===== src/rtl/axil_xbar_pkg.sv =====
// Shared constants for the AXI4-Lite crossbar: FSM state encodings, response codes
// and an index-width helper that stays at least one bit wide for single-entry ports.
package axil_xbar_pkg;

    typedef logic [2:0] state_t;

    localparam logic [2:0] ST_IDLE   = 3'd0;
    localparam logic [2:0] ST_RD     = 3'd1;
    localparam logic [2:0] ST_WR     = 3'd2;
    localparam logic [2:0] ST_DERR_R = 3'd3;
    localparam logic [2:0] ST_DERR_B = 3'd4;

    localparam logic [1:0] RESP_OKAY   = 2'b00;
    localparam logic [1:0] RESP_SLVERR = 2'b10;
    localparam logic [1:0] RESP_DECERR = 2'b11;

    function automatic int idx_w(input int n);
        return (n > 1) ? $clog2(n) : 1;
    endfunction

endpackage


===== src/rtl/axil_xbar_rr_arbiter.sv =====
// Combinational round-robin arbiter: the first requester at or after ptr (wrapping)
// wins; the pointer itself is owned and advanced by the crossbar.
module rr_arbiter
    import axil_xbar_pkg::*;
#(
    parameter int N = 2,
    localparam int IW = idx_w(N)
) (
    input  logic [N-1:0]  req,
    input  logic [IW-1:0] ptr,
    output logic [N-1:0]  gnt,
    output logic [IW-1:0] idx,
    output logic          any
);

    logic found;

    always_comb begin
        gnt   = '0;
        idx   = '0;
        found = 1'b0;
        any   = |req;
        for (int k = 0; k < N; k++) begin
            if (!found && req[(int'(ptr) + k) % N]) begin
                found                       = 1'b1;
                gnt[(int'(ptr) + k) % N]    = 1'b1;
                idx                         = IW'((int'(ptr) + k) % N);
            end
        end
    end

endmodule


===== src/rtl/axil_xbar.sv =====
// AXI4-Lite crossbar: NM masters share NS external slaves, one transaction at a time,
// round-robin between masters, with an internal DECERR responder for unmapped addresses.
module axil_xbar
    import axil_xbar_pkg::*;
#(
    parameter int NM = 2,
    parameter int NS = 2,
    parameter int AW = 32,
    parameter int DW = 32,
    parameter logic [NS*AW-1:0] SLV_BASE = {32'h1000_0000, 32'h8000_0000},
    parameter logic [NS*AW-1:0] SLV_MASK = {32'hFFFF_F000, 32'hFF00_0000}
) (
    input  logic                 clk,
    input  logic                 rst,
    input  logic [NM*AW-1:0]     m_araddr,
    input  logic [NM-1:0]        m_arvalid,
    output logic [NM-1:0]        m_arready,
    output logic [NM*DW-1:0]     m_rdata,
    output logic [NM*2-1:0]      m_rresp,
    output logic [NM-1:0]        m_rvalid,
    input  logic [NM-1:0]        m_rready,
    input  logic [NM*AW-1:0]     m_awaddr,
    input  logic [NM-1:0]        m_awvalid,
    output logic [NM-1:0]        m_awready,
    input  logic [NM*DW-1:0]     m_wdata,
    input  logic [NM*DW/8-1:0]   m_wstrb,
    input  logic [NM-1:0]        m_wvalid,
    output logic [NM-1:0]        m_wready,
    output logic [NM*2-1:0]      m_bresp,
    output logic [NM-1:0]        m_bvalid,
    input  logic [NM-1:0]        m_bready,
    output logic [NS*AW-1:0]     s_araddr,
    output logic [NS-1:0]        s_arvalid,
    input  logic [NS-1:0]        s_arready,
    input  logic [NS*DW-1:0]     s_rdata,
    input  logic [NS*2-1:0]      s_rresp,
    input  logic [NS-1:0]        s_rvalid,
    output logic [NS-1:0]        s_rready,
    output logic [NS*AW-1:0]     s_awaddr,
    output logic [NS-1:0]        s_awvalid,
    input  logic [NS-1:0]        s_awready,
    output logic [NS*DW-1:0]     s_wdata,
    output logic [NS*DW/8-1:0]   s_wstrb,
    output logic [NS-1:0]        s_wvalid,
    input  logic [NS-1:0]        s_wready,
    input  logic [NS*2-1:0]      s_bresp,
    input  logic [NS-1:0]        s_bvalid,
    output logic [NS-1:0]        s_bready,
    output logic [2:0]           dbg_state
);

    localparam int MW = idx_w(NM);
    localparam int SW = idx_w(NS);
    localparam int SB = DW / 8;

    // Handshakes: a beat transfers on a clock edge where valid and ready are both 1;
    // valid never waits on ready, and all routed channels are pure wires in RD/WR.

    state_t         state;
    logic [MW-1:0]  gnt_m;
    logic [MW-1:0]  rr_ptr;
    logic [SW-1:0]  gnt_s;
    logic           ar_done;
    logic           aw_done;
    logic           w_done;

    logic [NM-1:0]  req;
    logic [NM-1:0]  arb_gnt;
    logic [MW-1:0]  arb_idx;
    logic           arb_any;
    logic           is_rd;
    logic [AW-1:0]  dec_addr;
    logic           hit;
    logic [SW-1:0]  hit_idx;
    logic           done;
    logic [MW-1:0]  next_ptr;

    assign req       = m_arvalid | m_awvalid;
    assign dbg_state = state;

    rr_arbiter #(.N(NM)) u_arb (
        .req (req),
        .ptr (rr_ptr),
        .gnt (arb_gnt),
        .idx (arb_idx),
        .any (arb_any)
    );

    // Read wins over write inside the granted master.
    assign is_rd    = |(arb_gnt & m_arvalid);
    assign dec_addr = is_rd ? m_araddr[arb_idx*AW +: AW] : m_awaddr[arb_idx*AW +: AW];

    always_comb begin
        hit     = 1'b0;
        hit_idx = '0;
        for (int i = NS - 1; i >= 0; i--) begin
            if ((dec_addr & SLV_MASK[i*AW +: AW]) == SLV_BASE[i*AW +: AW]) begin
                hit     = 1'b1;
                hit_idx = SW'(i);
            end
        end
    end

    assign next_ptr = (NM == 1 || gnt_m == MW'(NM - 1)) ? '0 : gnt_m + 1'b1;

    always_comb begin
        done = 1'b0;
        case (state)
            ST_RD:     done = s_rvalid[gnt_s] & s_rready[gnt_s];
            ST_WR:     done = s_bvalid[gnt_s] & s_bready[gnt_s];
            ST_DERR_R: done = ar_done & m_rready[gnt_m];
            ST_DERR_B: done = aw_done & w_done & m_bready[gnt_m];
            default:   done = 1'b0;
        endcase
    end

    always_ff @(posedge clk or negedge rst) begin
        if (!rst) begin
            state   <= ST_IDLE;
            gnt_m   <= '0;
            gnt_s   <= '0;
            rr_ptr  <= '0;
            ar_done <= 1'b0;
            aw_done <= 1'b0;
            w_done  <= 1'b0;
        end else if (state == ST_IDLE) begin
            ar_done <= 1'b0;
            aw_done <= 1'b0;
            w_done  <= 1'b0;
            if (arb_any) begin
                gnt_m <= arb_idx;
                gnt_s <= hit_idx;
                if (hit) state <= is_rd ? ST_RD : ST_WR;
                else     state <= is_rd ? ST_DERR_R : ST_DERR_B;
            end
        end else begin
            if (m_arvalid[gnt_m] & m_arready[gnt_m]) ar_done <= 1'b1;
            if (m_awvalid[gnt_m] & m_awready[gnt_m]) aw_done <= 1'b1;
            if (m_wvalid[gnt_m] & m_wready[gnt_m])   w_done  <= 1'b1;
            if (done) begin
                state  <= ST_IDLE;
                rr_ptr <= next_ptr;
            end
        end
    end

    always_comb begin
        m_arready = '0;
        m_rdata   = '0;
        m_rresp   = '0;
        m_rvalid  = '0;
        m_awready = '0;
        m_wready  = '0;
        m_bresp   = '0;
        m_bvalid  = '0;
        s_araddr  = '0;
        s_arvalid = '0;
        s_rready  = '0;
        s_awaddr  = '0;
        s_awvalid = '0;
        s_wdata   = '0;
        s_wstrb   = '0;
        s_wvalid  = '0;
        s_bready  = '0;
        case (state)
            ST_RD: begin
                s_araddr[gnt_s*AW +: AW] = m_araddr[gnt_m*AW +: AW];
                s_arvalid[gnt_s]         = m_arvalid[gnt_m];
                m_arready[gnt_m]         = s_arready[gnt_s];
                m_rdata[gnt_m*DW +: DW]  = s_rdata[gnt_s*DW +: DW];
                m_rresp[gnt_m*2 +: 2]    = s_rresp[gnt_s*2 +: 2];
                m_rvalid[gnt_m]          = s_rvalid[gnt_s];
                s_rready[gnt_s]          = m_rready[gnt_m];
            end
            ST_WR: begin
                s_awaddr[gnt_s*AW +: AW] = m_awaddr[gnt_m*AW +: AW];
                s_awvalid[gnt_s]         = m_awvalid[gnt_m];
                m_awready[gnt_m]         = s_awready[gnt_s];
                s_wdata[gnt_s*DW +: DW]  = m_wdata[gnt_m*DW +: DW];
                s_wstrb[gnt_s*SB +: SB]  = m_wstrb[gnt_m*SB +: SB];
                s_wvalid[gnt_s]          = m_wvalid[gnt_m];
                m_wready[gnt_m]          = s_wready[gnt_s];
                m_bresp[gnt_m*2 +: 2]    = s_bresp[gnt_s*2 +: 2];
                m_bvalid[gnt_m]          = s_bvalid[gnt_s];
                s_bready[gnt_s]          = m_bready[gnt_m];
            end
            ST_DERR_R: begin
                m_arready[gnt_m]      = m_arvalid[gnt_m] & ~ar_done;
                m_rvalid[gnt_m]       = ar_done;
                m_rresp[gnt_m*2 +: 2] = ar_done ? RESP_DECERR : RESP_OKAY;
            end
            ST_DERR_B: begin
                m_awready[gnt_m]      = m_awvalid[gnt_m] & ~aw_done;
                m_wready[gnt_m]       = m_wvalid[gnt_m] & ~w_done;
                m_bvalid[gnt_m]       = aw_done & w_done;
                m_bresp[gnt_m*2 +: 2] = (aw_done & w_done) ? RESP_DECERR : RESP_OKAY;
            end
            default: ;
        endcase
    end

endmodule

===== config.mk =====
export PLATFORM = sky130hd
export DESIGN_NAME = axil_xbar
export DESIGN_NICKNAME = d
export VERILOG_FILES = /design/src/rtl/axil_xbar_pkg.sv /design/src/rtl/axil_xbar_rr_arbiter.sv /design/src/rtl/axil_xbar.sv
export SDC_FILE = /design/constraint.sdc
export NUM_CORES = 1
export LEC_CHECK = 0
export BUFFER_PORTS_ARGS = -buffer_cell sky130_fd_sc_hd__buf_2
export CORE_AREA = 2 2 227 229
export CTS_CLUSTER_SIZE = 16
export DETAILED_ROUTE_END_ITERATION = 16
export DIE_AREA = 0 0 229 231
export SYNTH_ARGS = -nofsm -noshare
export SYNTH_HDL_FRONTEND = slang
export SYNTH_SLANG_ARGS = --single-unit

===== constraint.sdc =====
create_clock -name clk -period 2.4 [get_ports clk]
set_input_delay 0.36 -clock clk [delete_from_list [all_inputs] [get_ports clk]]
set_output_delay 0.36 -clock clk [all_outputs]
set_load 0.05 [all_outputs]

==> metrics.cfg <==
[logic_synthesis]
ys_ff_latch = 9
synth.net_count = 919
synthesis.area_um2 = 3860
synth_edf_count = 0
ys_types = 50
async_reset_ff_share_pct = 100
netlist.area_leader.share_pct = 38.9
post-synth-top-area-cell = mux2i_1
synth_flop_cell = dfrtp_1
synth_area_leaders = mux2i_1, nor2_1, dfrtp_1
syn_avg_cell_area_um2 = 6.18
netlist_instances = 624
yosysWarnings = 0
yosysSeqAreaShare_pct = 5.84

[sta]
clock-skew-final_ps = 2.45
worst_pin_slew_ps = 528
drv_slew = 0
slew_headroom_pct = 63.8
setup_viol_count_final = 0
fmax_mhz = 432
finalHoldViolCount = 5
rsz0062_at_grt = no
finalCritPeriodShare_pct = 96.5
hold_slack_ps = -4.82
period_needed_ps = 2320
tns_ps = 0

[pwr]
internal_power_mw = 2.97
p_seq_share_pct = 3.9
clkPwrFrac_pct = 3.5
p_switching_mw = 6.04
power_density_nw_per_um2 = 988
comb_power_share_pct = 92.6
peakVddDrop_mv = 0.466
swShare_pct = 67.1
p_leak_nw = 4.63

[min_path]
min_path_type = input port to asynchronous set/reset pin

[finish]
syn2layout_area_growth_pct = 136
num-fill-cells = 5884
fin_nets = 1526
drive_gt1_share_pct = 74.5
stdcell_area_um2 = 9110
instances_no_fill = 1918
utilization_pct = 18.0
final_cell_mix = buf_2, nor2_2, mux2i_1
final_common_cell = buf_2

[critical_path]
cp.buffers_inverters = 2
crit_path_start_kind = flop
worst-path-max-fanout = 28
arrival_ps = 1960
worstPathRequired_ps = 2040
regToRegStartpoint = rr_ptr$_DFFE_PN0P_
timing.rr.end = dbg_state[1]$_DFFE_PN0P_
slowest_delay_ps = 520
worst_r2r_path_depth = 9
cpLargestDelayFamily = simple AND/OR/NAND/NOR gates
cp_slowest_cell = dfrtp_2
reg2reg_slack_ps = 280
crit_type = flop to output port
critPathCaptureType = output port
crit_chain = and3_1 -> nand2_1 -> buf_4 -> nor2_1 -> buf_12

[floorplanning]
io_pins = 589
die_area_um2 = 52900
die_w_um = 229
die_h_um = 231
rows = 83
start_util_pct = 7.61
placeableCoreArea_um2 = 50700

[global_route]
grtUsageTotal_pct = 10.2
grt_pass1_wl_um = 40400
antenna_found_initial = 11
grt_pass1_vias = 6243
grt_max_degree = 44
overflow = 0

[cts]
clock_sinks = 9
clock_latency_ps = 250
htreeDepth = 1
root_buffer = clkbuf_16
numCtsBuffers = 3
clk_path_buf_depth = 2
clk_pin_slew_worst_paths_ps = 40
hold_buffers = 0
cts_tree = done

[routing]
vias = 6812
post-route-drc-count = 0
firstDrtPassIters = 5
finalWirelength_um = 29500
drtIter0Drc = 265
viasPerCell = 3.55
postRouteAntennaNets = 0
routedWlPerCell_um = 15.4

[place]
portBuffers = 588
hpwl_um = 26300
placed_area_um2 = 8900
place_congestion = 0.953
dp_cells = 1902

[status]
violations = hold timing
status = complete, but fails checks

[job]
drv_cap = 0

cell type report:
| class | count | area (µm²) | area share [%] |
|---|---|---|---|
| sequential | 9 | 233 | 2.55 |
| multi-input combinational | 559 | 4040 | 44.3 |
| clock buffer | 3 | 75.1 | 0.824 |
| timing repair buffer | 650 | 3860 | 42.4 |
| antenna | 8 | 20.0 | 0.220 |
| inverter | 8 | 30.0 | 0.330 |
| tap | 680 | 851 | 9.34 |
| clock inverter | 1 | 5.00 | 0.0549 |
state kept, by name, summed over array words and instances (netlist names):
register,count
rr_ptr,1
aw_done,1
ar_done,1
gnt_m,1
w_done,1
dbg_state,3
gnt_s,1
per-stage QoR:
stage	setup WS, ps	power (mW)
after detailed placement	-314	8.67
after CTS	19.5	9.04
final	83.5	9.00
after global placement	-257	8.66
after global routing	5.14	9.48
after floorplan	-372	5.97
kinds of logic after synthesis:
kind of cell	count (synthesis)	synth area share [%]
AO/OA/AOI/OAI	39	7.27
adder cells (fa/ha/maj)	1	0.324
buffers and inverters	56	6.39
flip-flops	9	5.84
multiplexers	155	40.5
AND/OR/NAND/NOR	364	39.7
cells in the mapped netlist (5+ instances only):
cell type  instances
clkbuf_1          26
nor2_1           295
dfrtp_1            9
mux2i_1          150
buf_2             20
nor4_1            12
inv_1              8
nor3_1             5
nand2b_1          11
nand2_1           13
o21ai_0           12
and2_1             5
power by group through the flow:
| stage | Combinational (mW) | Clock, mW | Sequential (mW) |
|---|---|---|---|
| floorplan | 5.64 | 0 | 0.328 |
| global placement | 8.29 | 0 | 0.374 |
| detailed placement | 8.29 | 0 | 0.375 |
| CTS | 8.37 | 0.326 | 0.350 |
| global route | 8.77 | 0.343 | 0.365 |
| finish | 8.34 | 0.316 | 0.350 |
worst max-delay path by stage:
stage / start / to / slack [ps] / cells past startpoint
after floorplan: dbg_state[1]$_DFFE_PN0P_ / m_wready[0] / -370 / 4
after global placement: m_awaddr[12] / dbg_state[1]$_DFFE_PN0P_ / -260 / 12
after detailed placement: m_awaddr[12] / dbg_state[1]$_DFFE_PN0P_ / -310 / 12
after CTS: dbg_state[2]$_DFFE_PN0P_ / m_rdata[32] / 20 / 6
after global routing: gnt_m$_DFFE_PN0P_ / m_arready[1] / 5 / 6
final: dbg_state[0]$_DFFE_PN0P_ / s_araddr[15] / 80 / 5
repair_timing:
item | 4_1_cts | 5_1_grt
setup endpoints to repair | 105 | 78
resized for setup | 4 | 23
setup buffers | 2 | 2
layer usage:
metal	routed length (µm)	part of all wire, %	GRT usage (%)	vias to the layer above
li1	-	-	-	3334
met1	12900	44	13.4	3088
met2	13900	47	16.7	356
met3	1890	6.4	1.83	34
met4	850	2.9	3.49	0
met5	0	0	0	-
No activity file was read; power rests on OpenSTA's default activity.
